<file path="src/rtl/serial_adder_pkg.sv">
// Shared state encoding and default width for the bit-serial adder slice.
package serial_adder_pkg;

    localparam int DEFAULT_WIDTH = 8;

    typedef enum logic [1:0] {
        IDLE  = 2'd0,
        SHIFT = 2'd1,
        DONE  = 2'd2
    } state_t;

endpackage

</file>
<file path="src/rtl/serial_adder_ctrl_if.sv">
// Operand/result bundle for serial_adder_ctrl; the ovf wire exists only when
// SERIAL_ADD_OVF_EN is defined.
import serial_adder_pkg::*;

interface serial_adder_ctrl_if #(parameter int WIDTH = DEFAULT_WIDTH);

    logic             start;
    logic [WIDTH-1:0] a_in;
    logic [WIDTH-1:0] b_in;
    logic             cin;
    logic             busy;
    logic             done;
    logic [WIDTH-1:0] sum;
    logic             cout;
`ifdef SERIAL_ADD_OVF_EN
    logic             ovf;

    modport master (output start, a_in, b_in, cin,
                    input  busy, done, sum, cout, ovf);
    modport slave  (input  start, a_in, b_in, cin,
                    output busy, done, sum, cout, ovf);
`else
    modport master (output start, a_in, b_in, cin,
                    input  busy, done, sum, cout);
    modport slave  (input  start, a_in, b_in, cin,
                    output busy, done, sum, cout);
`endif

endinterface

</file>
<file path="src/rtl/full_adder.sv">
// One-bit full-adder cell; purely combinational, its clk pin is only there so
// the cell drops into clocked slices with a uniform footprint.
module full_adder (
    input  logic clk,
    input  logic a,
    input  logic b,
    input  logic ci,
    output logic s,
    output logic co
);

    logic unused_clk;
    assign unused_clk = clk;

    assign s  = a ^ b ^ ci;
    assign co = (a & b) | (ci & (a ^ b));

endmodule

</file>
<file path="src/rtl/serial_adder_ctrl.sv">
// Bit-serial WIDTH-bit adder driving a single full_adder cell, LSB first.
// Define SERIAL_ADD_OVF_EN to add the registered signed-overflow flag.
module serial_adder_ctrl
    import serial_adder_pkg::*;
#(
    parameter int WIDTH = DEFAULT_WIDTH
) (
    input  logic                clk,
    input  logic                rst,
    serial_adder_ctrl_if.slave  bus
);

    localparam int            CW   = (WIDTH > 1) ? $clog2(WIDTH) : 1;
    localparam logic [CW-1:0] LAST = CW'(WIDTH - 1);

    state_t           state;
    logic [WIDTH-1:0] a_reg;
    logic [WIDTH-1:0] b_reg;
    logic [WIDTH-1:0] sum_reg;
    logic             carry;
    logic [CW-1:0]    cnt;
    logic             fa_s;
    logic             fa_co;

    full_adder u_cell (
        .clk (clk),
        .a   (a_reg[0]),
        .b   (b_reg[0]),
        .ci  (carry),
        .s   (fa_s),
        .co  (fa_co)
    );

    // DONE accepts a new start just like IDLE so back-to-back adds lose no cycle.
    always_ff @(posedge clk) begin
        if (rst) begin
            state   <= IDLE;
            a_reg   <= '0;
            b_reg   <= '0;
            sum_reg <= '0;
            carry   <= 1'b0;
            cnt     <= '0;
            bus.busy <= 1'b0;
            bus.done <= 1'b0;
            bus.sum  <= '0;
            bus.cout <= 1'b0;
`ifdef SERIAL_ADD_OVF_EN
            bus.ovf  <= 1'b0;
`endif
        end else begin
            bus.done <= 1'b0;
            case (state)
                IDLE, DONE: begin
                    if (bus.start) begin
                        a_reg    <= bus.a_in;
                        b_reg    <= bus.b_in;
                        carry    <= bus.cin;
                        cnt      <= '0;
                        bus.busy <= 1'b1;
                        state    <= SHIFT;
                    end else begin
                        state    <= IDLE;
                    end
                end
                SHIFT: begin
                    sum_reg <= {fa_s, sum_reg[WIDTH-1:1]};
                    carry   <= fa_co;
                    a_reg   <= a_reg >> 1;
                    b_reg   <= b_reg >> 1;
                    cnt     <= cnt + 1'b1;
                    if (cnt == LAST) begin
                        state    <= DONE;
                        bus.busy <= 1'b0;
                        bus.done <= 1'b1;
                        bus.sum  <= {fa_s, sum_reg[WIDTH-1:1]};
                        bus.cout <= fa_co;
`ifdef SERIAL_ADD_OVF_EN
                        // Carry into the MSB differing from carry out means signed overflow.
                        bus.ovf  <= carry ^ fa_co;
`endif
                    end
                end
                default: state <= IDLE;
            endcase
        end
    end

endmodule

</file>
<file path="src/flat_wrapper.sv">
// flat-port wrapper written by rule: the top's interface ports become plain ports
module serial_adder_ctrl_flat import serial_adder_pkg::*;
#(
    parameter int WIDTH = DEFAULT_WIDTH
)
  (clk, rst, bus_start, bus_a_in, bus_b_in, bus_cin, bus_busy, bus_done, bus_sum, bus_cout);
  serial_adder_ctrl_if #(.WIDTH(WIDTH)) bus_i ();
  input  logic clk;
  input  logic rst;
  input wire logic [$bits(bus_i.start)-1:0] bus_start;
  input wire logic [$bits(bus_i.a_in)-1:0] bus_a_in;
  input wire logic [$bits(bus_i.b_in)-1:0] bus_b_in;
  input wire logic [$bits(bus_i.cin)-1:0] bus_cin;
  output wire logic [$bits(bus_i.busy)-1:0] bus_busy;
  output wire logic [$bits(bus_i.done)-1:0] bus_done;
  output wire logic [$bits(bus_i.sum)-1:0] bus_sum;
  output wire logic [$bits(bus_i.cout)-1:0] bus_cout;
  assign bus_i.start = bus_start;
  assign bus_i.a_in = bus_a_in;
  assign bus_i.b_in = bus_b_in;
  assign bus_i.cin = bus_cin;
  assign bus_busy = bus_i.busy;
  assign bus_done = bus_i.done;
  assign bus_sum = bus_i.sum;
  assign bus_cout = bus_i.cout;
  serial_adder_ctrl #(.WIDTH(WIDTH)) u_core (.clk(clk), .rst(rst), .bus(bus_i));
endmodule
</file>
<file path="config.mk">
export PLATFORM = sky130hd
export DESIGN_NAME = serial_adder_ctrl_flat
export DESIGN_NICKNAME = d
export VERILOG_FILES = /design/src/rtl/serial_adder_pkg.sv /design/src/rtl/serial_adder_ctrl_if.sv /design/src/rtl/full_adder.sv /design/src/rtl/serial_adder_ctrl.sv /design/src/flat_wrapper.sv
export SDC_FILE = /design/constraint.sdc
export NUM_CORES = 1
export LEC_CHECK = 0
export ABC_AREA = 1
export ABC_CLOCK_PERIOD_IN_PS = 1400
export BUFFER_PORTS_ARGS = -buffer_cell sky130_fd_sc_hd__buf_2
export CORE_MARGIN = 5
export CORE_UTILIZATION = 55
export DETAILED_ROUTE_END_ITERATION = 16
export GPL_TIMING_DRIVEN = 0
export MAX_ROUTING_LAYER = met4
export PLACE_DENSITY = 0.78
export SLEW_MARGIN = 5
export SYNTH_ARGS = -nofsm -noshare
export SYNTH_HDL_FRONTEND = slang
export SYNTH_HIERARCHICAL = 1
export SYNTH_SLANG_ARGS = --single-unit
</file>
<file path="constraint.sdc">
create_clock -name clk -period 1.4 [get_ports clk]
set_clock_uncertainty 0.05 [all_clocks]
set_input_delay 0.14 -clock clk [delete_from_list [all_inputs] [get_ports clk]]
set_output_delay 0.14 -clock clk [all_outputs]
set_load 0.005 [all_outputs]
</file>
==> impl_metrics.py <==
metrics = {
    "global_routing": {
        "antenna_found_initial": 0,
        "grt_overflow_total": 0,
        "grt_pass1_wl_um": 7330,
        "first_global_vias": 1595,
        "grt_max_degree": 14,
        "track_usage": 0.192,
    },
    "power": {
        "combPwrFrac": 0.192,
        "p_per_area_nw_per_um2": 1040,
        "power_leakage_nw": 1.18,
        "power.switching_w": 0.000687,
        "switching_share": 0.276,
        "p_seq_frac": 0.502,
        "intPower_w": 0.00180,
        "vdd_ir_drop_max_mv": 0.632,
        "clockPowerShare": 0.306,
    },
    "finish": {
        "final_common_cell": "nand2_1",
        "finalInstanceArea_sq_um": 2390,
        "final_util": 0.709,
        "seq_area_sq_um": 801,
        "fillers": 306,
        "final_cell_mix": "nand2_1, nand3_1, dfxtp_1",
        "antenna_cells": 0,
        "final_layout_size_suffix_gt1_frac": 0.248,
        "multi_input_area_sq_um": 850,
        "area_growth_pct": 24.2,
        "nets": 333,
    },
    "placed_design": {
        "hpwl_um": 2670,
        "finalWeightedCongestion": 0.869,
        "io_buffer_count": 29,
        "placed_cell_area_sq_um": 2120,
        "post-place-ws_ns": 0.0943,
    },
    "sta": {
        "clock.fmax_mhz": 773,
        "drv_slew": 0,
        "period_share": 0.924,
        "min_period_ns": 1.29,
        "finalWorstSetupSlack_ns": 0.106,
        "fin_setup_tns_ns": 0,
        "maxSlewHeadroom": 0.854,
        "setup_viol": 0,
        "final_hold_viol_count": 0,
        "tightest_slew_ns": 0.219,
        "rsz0062_at_grt": "false",
    },
    "critical_path": {
        "crit_chain": "buf_6 -> inv_4 -> nand2_4 -> buf_6 -> buf_6 -> nor3_2 -> nor2_1",
        "worstSetupPathType": "reg -> reg",
        "endpoint_kind": "flop",
        "arrival_ns": 1.50,
        "critical_path_buf_inv_count": 4,
        "critPathMaxFanout": 10,
        "startpoint_type": "flop",
        "required_ns": 1.60,
        "cp_common_cell": "buf_6",
        "critical_path.top_delay_family": "buffers and inverters",
        "cpPeakStageDelay_ns": 0.33,
        "slowest_stage": "dfxtp_1",
    },
    "cts": {
        "clock_latency_ns": 0.35,
        "clockBufferDepth": 2,
        "clk_pin_slew_worst_paths_ns": 0.12,
        "cts_inserted_buffers": 5,
        "cts_root_buf": "clkbuf_4",
        "cts_sinks": 40,
        "cts_tree": "done",
        "post_cts_buffers": 0,
        "htreeDepth": 2,
    },
    "drt": {
        "drtAntennaViolNets": 0,
        "dr.first_iter.drc_count": 189,
        "viasPerCell": 4.81,
        "first_pass_iters": 4,
        "routed_wl_um": 4160,
        "vias": 1717,
        "drc": 0,
        "wire_per_inst_um": 11.6,
    },
    "floorplanning": {
        "die_area_sq_um": 4770,
        "rows": 21,
        "die_w_um": 69.1,
        "io_pins": 31,
        "core_area_sq_um": 3360,
        "dieHeight_um": 69.1,
        "initial_core_util": 0.571,
    },
    "logic_synthesis": {
        "synthCells": 256,
        "synth_cell_type_count": 24,
        "synth_fp_nets": 279,
        "seq_area_frac_synth": 0.417,
        "syn_avg_cell_area_sq_um": 7.50,
        "synth_warnings": 6,
        "synth_seq_cells": 40,
        "netlist_area_sq_um": 1920,
    },
    "run": {
        "max-cap-violations": 0,
    },
    "worst_hold_path": {
        "holdCritPathClass": "in -> reg",
    },
    "run_status": {
        "status": "finished, final reports clean",
    },
}
worst register-to-register path: cells and delay by family (launching register included):
kind / cells / cell delay (ns)
buffers and inverters: 4 / 0.50
and+or+nand+nor: 3 / 0.32
DFF: 1 / 0.33
worst paths after layout:
kind,from,end,slack [ns],cells after the start
worst min-delay path,bus_start,u_core/cnt[0],0.21,5
worst min register to register,u_core/bus.sum[0],u_core/bus.sum[0],0.42,2
worst max register to register,u_core/state[0],u_core/b_reg[3],0.11,7
worst max-delay path,u_core/state[0],u_core/b_reg[3],0.11,7
cells by family after synthesis:
logic type / share of synthesized area
AND/OR/NAND/NOR: 0.365
buffers and inverters: 0.142
flip-flops: 0.417
AO/OA/AOI/OAI: 0.0521
adder cells (fa/ha/maj): 0.0235
per-stage QoR:
step | power, W | instances | hold slack [ns]
2_1_floorplan | 0.00160 | 256 | 0.221
3_3_place_gp | 0.00170 | 331 | 0.319
4_1_cts | 0.00251 | 357 | 0.191
3_5_place_dp | 0.00171 | 331 | 0.329
6_report | 0.00249 | 357 | 0.207
5_1_grt | 0.00264 | 357 | 0.211
cell usage after synthesis:
cell type  number  share of area
nand2_1        50          0.098
nand3_1        40           0.10
nand3_2         1         0.0052
dfxtp_1        40           0.42
nand2_4         1         0.0059
buf_6           4          0.023
inv_1          33          0.064
nor3_2         14          0.073
a21oi_1        11          0.029
o21ai_1         1         0.0026
buf_8           2          0.016
inv_4           1         0.0033
o21ai_0         8          0.021
buf_2           8          0.021
inv_2           2         0.0039
nor2_1         27          0.053
nor3_1          1         0.0026
fa_1            1          0.010
buf_4           2         0.0078
nand3b_1        3          0.012
clkinv_2        1         0.0026
nand2_2         2         0.0065
nor2_4          1         0.0059
ha_1            2          0.013
final cells by class:
class,count,area share
tap,46,0.0241
sequential,40,0.336
multi-input combinational,163,0.356
clock inverter,3,0.0178
buffer,16,0.0545
inverter,37,0.0598
timing repair buffer,47,0.136
clock buffer,5,0.0157
power by group through the flow:
| stage | registers [W] | logic, W | clock network, W |
|---|---|---|---|
| final | 0.00125 | 0.000479 | 0.000761 |
| after global placement | 0.00127 | 0.000426 | 0 |
| after CTS | 0.00125 | 0.000475 | 0.000785 |
| after detailed placement | 0.00127 | 0.000434 | 0 |
| after global routing | 0.00126 | 0.000544 | 0.000837 |
| after floorplan | 0.00127 | 0.000335 | 0 |
per-layer routing:
layer	wire length (um)	global-route usage
met1	1820	0.242
met2	2010	0.286
met3	228	0.0596
met4	101	0.0738
met5	0	-
timing repair:
item,4_1_cts,5_1_grt
gates resized for setup,0,1
hold endpoints to repair,17,0
hold buffers,18,0
setup endpoints to repair,0,10
No activity file was read; power rests on OpenSTA's default activity.
